## src/rtl/btn_evt_pkg.sv

```systemverilog
// btn_evt_pkg: shared types and constants for the button event controller.
// Event codes, per-button FSM states and the hold counter width live here so
// the per-button sequencer and the arbiter agree on them.
package btn_evt_pkg;

    localparam int CNT_W = 16;

    typedef enum logic [1:0] {
        EVT_PRESS   = 2'b00,
        EVT_RELEASE = 2'b01,
        EVT_LONG    = 2'b10,
        EVT_REPEAT  = 2'b11
    } evt_type_t;

    typedef enum logic [1:0] {
        ST_IDLE    = 2'b00,
        ST_PRESSED = 2'b01,
        ST_HELD    = 2'b10
    } btn_state_t;

endpackage

```

## src/rtl/btn_evt_fsm.sv

```systemverilog
// btn_evt_fsm: per-button sequencer turning a debounced level into PRESS,
// RELEASE, LONG and (optionally) REPEAT events, with a one-deep pending slot
// that the top-level arbiter drains through the grant input.
// Build option: define BTN_EVT_REPEAT_EN to emit REPEAT events while HELD;
// without it HELD simply waits for release and REPEAT_MS has no effect.
module btn_evt_fsm #(
    parameter int LONG_PRESS_MS = 1000,
    parameter int REPEAT_MS     = 200
) (
    input  logic       clk_1khz,
    input  logic       rst,
    input  logic       btn,
    input  logic       grant,
    output logic       pend_vld,
    output logic [1:0] pend_type,
    output logic       drop
);
    import btn_evt_pkg::*;

`ifdef BTN_EVT_REPEAT_EN
    localparam bit REPEAT_EN = 1'b1;
`else
    localparam bit REPEAT_EN = 1'b0;
`endif

    // Terminal counts: the counter restarts at 0 on entry, so the match value
    // is one less than the desired interval.
    localparam logic [CNT_W-1:0] LONG_LAST   = CNT_W'(LONG_PRESS_MS - 1);
    localparam logic [CNT_W-1:0] REPEAT_LAST = CNT_W'(REPEAT_MS - 1);

    btn_state_t       state, state_nxt;
    logic [CNT_W-1:0] cnt, cnt_nxt;
    logic             queue;
    evt_type_t        queue_type;
    logic             pend_vld_nxt;
    evt_type_t        pend_type_nxt;

    // State, hold counter and pending slot registers.
    always_ff @(posedge clk_1khz or posedge rst) begin
        if (rst) begin
            state     <= ST_IDLE;
            cnt       <= '0;
            pend_vld  <= 1'b0;
            pend_type <= EVT_PRESS;
        end else begin
            state     <= state_nxt;
            cnt       <= cnt_nxt;
            pend_vld  <= pend_vld_nxt;
            pend_type <= pend_type_nxt;
        end
    end

    // Next state, counter, event generation and slot write/drop decision.
    always_comb begin
        state_nxt     = state;
        cnt_nxt       = cnt;
        queue         = 1'b0;
        queue_type    = EVT_PRESS;
        pend_vld_nxt  = pend_vld;
        pend_type_nxt = evt_type_t'(pend_type);
        drop          = 1'b0;

        case (state)
            ST_IDLE: begin
                if (btn) begin
                    state_nxt  = ST_PRESSED;
                    cnt_nxt    = '0;
                    queue      = 1'b1;
                    queue_type = EVT_PRESS;
                end
            end
            ST_PRESSED: begin
                if (!btn) begin
                    state_nxt  = ST_IDLE;
                    queue      = 1'b1;
                    queue_type = EVT_RELEASE;
                end else if (cnt == LONG_LAST) begin
                    state_nxt  = ST_HELD;
                    cnt_nxt    = '0;
                    queue      = 1'b1;
                    queue_type = EVT_LONG;
                end else begin
                    cnt_nxt = cnt + 1'b1;
                end
            end
            ST_HELD: begin
                // Release wins over a repeat match landing in the same cycle.
                if (!btn) begin
                    state_nxt  = ST_IDLE;
                    queue      = 1'b1;
                    queue_type = EVT_RELEASE;
                end else if (REPEAT_EN) begin
                    if (cnt == REPEAT_LAST) begin
                        cnt_nxt    = '0;
                        queue      = 1'b1;
                        queue_type = EVT_REPEAT;
                    end else begin
                        cnt_nxt = cnt + 1'b1;
                    end
                end
            end
            default: state_nxt = ST_IDLE;
        endcase

        // A grant empties the slot this cycle, so a new event may refill it.
        if (grant) begin
            pend_vld_nxt = 1'b0;
        end
        if (queue) begin
            if (!pend_vld || grant) begin
                pend_vld_nxt  = 1'b1;
                pend_type_nxt = queue_type;
            end else begin
                drop = 1'b1;
            end
        end
    end

endmodule

```

## src/rtl/btn_event_ctrl.sv

```systemverilog
// btn_event_ctrl: collects press/release/long/repeat events from NUM_BTN
// debounced buttons and serialises them onto one valid/ready event port with
// a round-robin arbiter. Runs on the 1 kHz clock, one cycle per millisecond.
// Build option: define BTN_EVT_REPEAT_EN to enable auto-repeat events.
module btn_event_ctrl #(
    parameter int NUM_BTN       = 4,
    parameter int LONG_PRESS_MS = 1000,
    parameter int REPEAT_MS     = 200
) (
    input  logic               clk_1khz,
    input  logic               rst,
    input  logic [NUM_BTN-1:0] btn_db,
    output logic               evt_valid,
    input  logic               evt_ready,
    output logic [2:0]         evt_btn,
    output logic [1:0]         evt_type,
    output logic               evt_overflow
);
    import btn_evt_pkg::*;

    logic [NUM_BTN-1:0] pend_vld;
    logic [NUM_BTN-1:0] grant;
    logic [NUM_BTN-1:0] drop;
    logic [1:0]         pend_type [NUM_BTN];
    logic [2:0]         last_grant;
    logic [2:0]         sel;
    logic [1:0]         sel_type;
    logic               found;
    logic               load;

    for (genvar i = 0; i < NUM_BTN; i++) begin : g_btn
        btn_evt_fsm #(
            .LONG_PRESS_MS(LONG_PRESS_MS),
            .REPEAT_MS    (REPEAT_MS)
        ) u_fsm (
            .clk_1khz (clk_1khz),
            .rst      (rst),
            .btn      (btn_db[i]),
            .grant    (grant[i]),
            .pend_vld (pend_vld[i]),
            .pend_type(pend_type[i]),
            .drop     (drop[i])
        );
    end

    // The output register may take a new event when empty or being consumed.
    assign load = !evt_valid || evt_ready;

    // Round-robin search for the first pending slot after the last winner.
    always_comb begin
        found    = 1'b0;
        sel      = '0;
        sel_type = EVT_PRESS;
        for (int k = 1; k <= NUM_BTN; k++) begin
            for (int b = 0; b < NUM_BTN; b++) begin
                if (!found && pend_vld[b] && (b == (int'(last_grant) + k) % NUM_BTN)) begin
                    found    = 1'b1;
                    sel      = 3'(b);
                    sel_type = pend_type[b];
                end
            end
        end
    end

    // One-hot grant back to the winning slot so it clears (or refills).
    always_comb begin
        grant = '0;
        for (int b = 0; b < NUM_BTN; b++) begin
            grant[b] = load && found && (sel == 3'(b));
        end
    end

    // Output event register and round-robin pointer; held while stalled.
    always_ff @(posedge clk_1khz or posedge rst) begin
        if (rst) begin
            evt_valid  <= 1'b0;
            evt_btn    <= '0;
            evt_type   <= EVT_PRESS;
            last_grant <= 3'(NUM_BTN - 1);
        end else if (load) begin
            evt_valid <= found;
            if (found) begin
                evt_btn    <= sel;
                evt_type   <= sel_type;
                last_grant <= sel;
            end
        end
    end

    // Sticky flag raised whenever any button had to discard an event.
    always_ff @(posedge clk_1khz or posedge rst) begin
        if (rst) begin
            evt_overflow <= 1'b0;
        end else if (|drop) begin
            evt_overflow <= 1'b1;
        end
    end

endmodule

```

## config.mk

```make
export PLATFORM = sky130hd
export DESIGN_NAME = btn_event_ctrl
export DESIGN_NICKNAME = d
export VERILOG_FILES = /design/src/rtl/btn_evt_pkg.sv /design/src/rtl/btn_evt_fsm.sv /design/src/rtl/btn_event_ctrl.sv
export SDC_FILE = /design/constraint.sdc
export NUM_CORES = 1
export LEC_CHECK = 0
export ABC_CLOCK_PERIOD_IN_PS = 2700
export BUFFER_PORTS_ARGS = -buffer_cell sky130_fd_sc_hd__buf_4
export CORE_ASPECT_RATIO = 2
export CORE_UTILIZATION = 35
export CTS_BUF_LIST = sky130_fd_sc_hd__clkbuf_4
export CTS_CLUSTER_DIAMETER = 120
export DETAILED_ROUTE_END_ITERATION = 7
export PLACE_DENSITY = 0.5
export SLEW_MARGIN = 20
export SYNTH_ARGS = -nofsm -noshare
export SYNTH_HDL_FRONTEND = slang
export SYNTH_HIERARCHICAL = 1
export SYNTH_SLANG_ARGS = --single-unit
```

## constraint.sdc

```tcl
create_clock -name clk_1khz -period 2.7 [get_ports clk_1khz]
set_clock_uncertainty 0.05 [all_clocks]
set_input_delay 0.54 -clock clk_1khz [delete_from_list [all_inputs] [get_ports clk_1khz]]
set_output_delay 0.54 -clock clk_1khz [all_outputs]
set_load 0.01 [all_outputs]
```

==> flow_summary.html <==
<table>
<tr><th>Metric</th><th>Value</th></tr>
<tr><th colspan="2">Logic synthesis</th></tr>
<tr><td>Area share of xor/xnor cells in the synthesized design</td><td>0%</td></tr>
<tr><td>Main combinational cell family by area after synthesis</td><td>simple AND/OR/NAND/NOR gates</td></tr>
<tr><td>Total nets after synthesis</td><td>749</td></tr>
<tr><td>Number of distinct standard cells referenced by the synthesized netlist</td><td>69</td></tr>
<tr><td>Yosys top cell area share</td><td>between 30% and 40%</td></tr>
<tr><td>Seq cells post-synth</td><td>92</td></tr>
<tr><td>Post-Syn Area</td><td>6490 um^2</td></tr>
<tr><td>Share of synthesized area spent on multiplexers</td><td>slightly above 1%</td></tr>
<tr><td>Most frequent cell after synthesis</td><td>sky130_fd_sc_hd__dfrtp_1</td></tr>
<tr><td>Sequential cell area fraction in the yosys report</td><td>around 35%</td></tr>
<tr><td>Most area-hungry cell type in the Yosys netlist</td><td>sky130_fd_sc_hd__dfrtp_1</td></tr>
<tr><td>Synth top area cells</td><td>sky130_fd_sc_hd__dfrtp_1 35%, sky130_fd_sc_hd__a31oi_1 6.4%, sky130_fd_sc_hd__nand2_1 5.0%, sky130_fd_sc_hd__nand3_1 4.9%, sky130_fd_sc_hd__ha_1 3.9%</td></tr>
<tr><td>Number of synthesized flops with an enable pin</td><td>0</td></tr>
<tr><td>Count of mapped cells out of synthesis</td><td>722</td></tr>
<tr><td>Post-synthesis compound-gate area fraction</td><td>20.5%</td></tr>
<tr><td>Synthesized area divided by synthesized cell count</td><td>8.99 um^2</td></tr>
<tr><td>Leading cell types by count after synthesis</td><td>90 x sky130_fd_sc_hd__dfrtp_1, 87 x sky130_fd_sc_hd__nand2_1, 66 x sky130_fd_sc_hd__a31oi_1</td></tr>
<tr><td>Flip-flop cell with the highest count after synthesis</td><td>sky130_fd_sc_hd__dfrtp_1</td></tr>
<tr><td>Share of flip-flops with an asynchronous set or reset after synthesis</td><td>100%</td></tr>
<tr><td>Synth Area in Adders</td><td>approximately 3.9%</td></tr>
<tr><td>Simple-gate portion of the synthesized area</td><td>33.4%</td></tr>
<tr><td>Warnings from Yosys</td><td>6</td></tr>
<tr><th colspan="2">Cells and area</th></tr>
<tr><td>Layout-stage area growth over the synthesis result</td><td>5.80%</td></tr>
<tr><td>Count of nets after finishing</td><td>roughly 760</td></tr>
<tr><td>Post-layout instance count excluding filler cells</td><td>952</td></tr>
<tr><td>Final core utilization</td><td>37.7%</td></tr>
<tr><td>Proportion of layout cells with a drive suffix above 1</td><td>12.0%</td></tr>
<tr><th colspan="2">CTS</th></tr>
<tr><td>Clock tree buffer depth</td><td>2</td></tr>
<tr><td>Clock tree from TritonCTS</td><td>built</td></tr>
<tr><td>Worst-skew pair later-pin latency</td><td>0.48 ns</td></tr>
<tr><td>Root buffer selected by CTS</td><td>sky130_fd_sc_hd__clkbuf_4</td></tr>
<tr><td>CTS sink cnt</td><td>92</td></tr>
<tr><td>Clock transition at path regs</td><td>0.17 ns</td></tr>
<tr><td>Clock buffers created by TritonCTS</td><td>9</td></tr>
<tr><td>Max H-tree Level</td><td>3</td></tr>
<tr><td>Post-CTS repair timing setup buffer count</td><td>0</td></tr>
<tr><th colspan="2">Worst hold path</th></tr>
<tr><td>Type of the worst min-delay path</td><td>primary input to flop</td></tr>
<tr><th colspan="2">Critical path</th></tr>
<tr><td>Setup crit start kind</td><td>flop</td></tr>
<tr><td>Start-to-end type of the worst setup path</td><td>flop to flop</td></tr>
<tr><td>WP data required</td><td>3.02 ns</td></tr>
<tr><td>Data arrival time of the worst path</td><td>between 2 and 3 ns</td></tr>
<tr><td>Critical path endpoint category</td><td>flop</td></tr>
<tr><td>Highest fanout seen on the critical path</td><td>17</td></tr>
<tr><th colspan="2">STA</th></tr>
<tr><td>RSZ-0062 raised after global routing</td><td>no</td></tr>
<tr><td>Transition time of the tightest slew-check pin</td><td>0.933 ns</td></tr>
<tr><td>Final period utilization</td><td>88.9%</td></tr>
<tr><td>Post-route setup TNS</td><td>0 ns</td></tr>
<tr><td>Highest attainable clock frequency</td><td>417 MHz</td></tr>
<tr><td>Time the final worst path needs with I/O delays and setup</td><td>around 2.4 ns</td></tr>
<tr><td>Count of pins over their slew limit</td><td>0</td></tr>
<tr><td>Slew Limit Headroom</td><td>37.7%</td></tr>
<tr><td>Hold violation count in the final report</td><td>0</td></tr>
<tr><td>Setup-violating endpoint count in the final report</td><td>0</td></tr>
<tr><th colspan="2">Drt</th></tr>
<tr><td>Number of vias per cell</td><td>between 6 and 7</td></tr>
<tr><td>Routed vias</td><td>5944</td></tr>
<tr><td>Drt initial violations</td><td>261</td></tr>
<tr><td>TritonRoute pass-1 iters</td><td>5</td></tr>
<tr><td>Detailed-route DRC error count</td><td>0</td></tr>
<tr><td>Final WL</td><td>roughly 18000 um</td></tr>
<tr><td>Post-DR wirelength/cell</td><td>approximately 19 um</td></tr>
<tr><td>Antenna viol nets, final</td><td>0</td></tr>
<tr><th colspan="2">Floorplan</th></tr>
<tr><td>Starting density of the core</td><td>35.6%</td></tr>
<tr><td>Boundary Pins</td><td>14</td></tr>
<tr><td>Die X</td><td>98.3 um</td></tr>
<tr><td>DIE AREA</td><td>19100 um^2</td></tr>
<tr><td>Area of the placeable core</td><td>18200 um^2</td></tr>
<tr><td>Site row count</td><td>70</td></tr>
<tr><td>Die outline height</td><td>195 um</td></tr>
<tr><th colspan="2">GRT</th></tr>
<tr><td>Initial antenna violation count</td><td>1</td></tr>
<tr><td>Number of global-route vias before repair</td><td>6006</td></tr>
<tr><td>Global-route wire length before repair</td><td>30500 um</td></tr>
<tr><td>Maximum number of pins on one net before global-route repair</td><td>34</td></tr>
<tr><td>Congestion Overflow GR</td><td>0</td></tr>
<tr><td>Total Routing Usage GR</td><td>between 10% and 20%</td></tr>
<tr><th colspan="2">Pwr</th></tr>
<tr><td>IR drop worst, VDD</td><td>0.000215 V</td></tr>
<tr><td>Power density relative to cell area</td><td>697 nW/um^2</td></tr>
<tr><td>Leakage component of the power</td><td>2.64 nW</td></tr>
<tr><th colspan="2">Placement</th></tr>
<tr><td>Global placer's final weighted congestion</td><td>0.888</td></tr>
<tr><td>Detailed placer's ending HPWL</td><td>~14000 um</td></tr>
<tr><td># port buffers</td><td>12</td></tr>
<tr><td># placed instances</td><td>approximately 930</td></tr>
<tr><th colspan="2">Job</th></tr>
<tr><td>Number of violations of the max-capacitance limit</td><td>0</td></tr>
<tr><th colspan="2">Status</th></tr>
<tr><td>Result of the run</td><td>completed</td></tr>
</table>
layout make-up:
type                       instances  area (um^2)
clock inverter                     6         48.8
timing repair buffer              33          250
antenna                            1         2.50
tap                              216          270
multi-input combinational        568         3820
fill                            1865        11300
sequential                        92         2300
inverter                          26         97.6
clock buffer                      10         75.1
cells in the final DEF, fill, tap and decap left out, types with 5 or more instances in the layout:
cell type,n
sky130_fd_sc_hd__nand3b_1,22
sky130_fd_sc_hd__a21oi_1,8
sky130_fd_sc_hd__a22o_1,6
sky130_fd_sc_hd__o211ai_1,26
sky130_fd_sc_hd__dfrtp_1,90
sky130_fd_sc_hd__nor2_1,25
sky130_fd_sc_hd__nor3_1,20
sky130_fd_sc_hd__o21ai_1,9
sky130_fd_sc_hd__and3_1,10
sky130_fd_sc_hd__inv_1,25
sky130_fd_sc_hd__ha_1,20
sky130_fd_sc_hd__o21ai_0,21
sky130_fd_sc_hd__a31oi_1,66
sky130_fd_sc_hd__o21a_1,5
sky130_fd_sc_hd__nand2b_1,10
sky130_fd_sc_hd__o31ai_1,12
sky130_fd_sc_hd__and2_1,8
sky130_fd_sc_hd__o221ai_1,5
sky130_fd_sc_hd__clkbuf_4,10
sky130_fd_sc_hd__buf_4,32
sky130_fd_sc_hd__nand4b_1,9
sky130_fd_sc_hd__nor4_1,16
sky130_fd_sc_hd__nand4_1,27
sky130_fd_sc_hd__nand3_1,63
sky130_fd_sc_hd__nand2_1,87
sky130_fd_sc_hd__or3_1,9
cells by family after synthesis:
logic type      Yosys count
simple gates            352
compound gates          191
flops                    92
buf+inv                  62
fa+ha+maj                20
mux                       4
other cells               1
state kept, by name, summed over array words and instances, names as in the netlist:
name	count
evt_type	2
evt_overflow	1
g_btn.u_fsm/cnt	64
evt_btn	2
evt_valid	1
last_grant	2
g_btn.u_fsm/pend_vld	4
g_btn.u_fsm/pend_type	8
g_btn.u_fsm/state	8
stage by stage:
stage | worst slack [ns] | area, um^2 | hold slack (ns) | power [mW]
finish | 0.301 | 6870 | 0.244 | 4.79
global route | 0.0633 | 6870 | 0.212 | 5.15
CTS | 0.245 | 6870 | 0.195 | 4.82
detailed placement | 0.280 | 6730 | 0.430 | 4.04
global placement | 0.343 | 6730 | 0.433 | 4.00
floorplan | 0.511 | 6490 | 0.304 | 3.41
timing repair:
item,CTS,global route
endpoints found under the setup margin,0,2
hold buffers,1,0
hold endpoints to repair,6,0
resized for setup,0,1
worst max-delay path, cell delays in order (launching register included):
cell and delay [ns]:
sky130_fd_sc_hd__dfstp_2 0.73, sky130_fd_sc_hd__nand2_1 0.19, sky130_fd_sc_hd__nor4b_2 0.37, sky130_fd_sc_hd__o21ai_1 0.19
sky130_fd_sc_hd__nor2_1 0.12, sky130_fd_sc_hd__nand2b_1 0.23, sky130_fd_sc_hd__nand3_1 0.13, sky130_fd_sc_hd__o211ai_1 0.19
sky130_fd_sc_hd__o31ai_1 0.10
power breakdown:
group          leakage [nW]  total (mW)  internal, mW  switching, mW
combinational          1.35        2.04         0.808           1.24
sequential             1.22        2.00          1.60          0.404
clock                0.0709       0.743         0.209          0.534
total                  2.64        4.79          2.62           2.18
path summary, 6_finish.rpt:
kind                               startpoint                          end  slack [ns]  cells after the start
worst min register to register     evt_btn[1]                   evt_btn[1]        0.47                      2
worst max register to register  last_grant[0]  g_btn[1].u_fsm/pend_type[1]        0.30                      8
min in group asynchronous                 rst                  evt_type[1]        0.54                      3
worst min-delay path                btn_db[3]  g_btn[3].u_fsm/pend_type[0]        0.24                      2
max in group asynchronous                 rst       g_btn[0].u_fsm/cnt[14]        1.22                      3
worst max-delay path            last_grant[0]  g_btn[1].u_fsm/pend_type[1]        0.30                      8
per-layer routing:
| layer | track usage [%] | routed length, um | share of wire, % | vias to the layer above |
|---|---|---|---|---|
| met4 | 10.7 | 711 | 3.9 | 0 |
| met2 | 39.5 | 10500 | 57 | 118 |
| met5 | 0 | 0 | 0 | - |
| met1 | 19.7 | 6760 | 37 | 2974 |
| li1 | - | - | - | 2812 |
| met3 | 2.12 | 362 | 2.0 | 40 |
(Power assumes the default switching activity.)
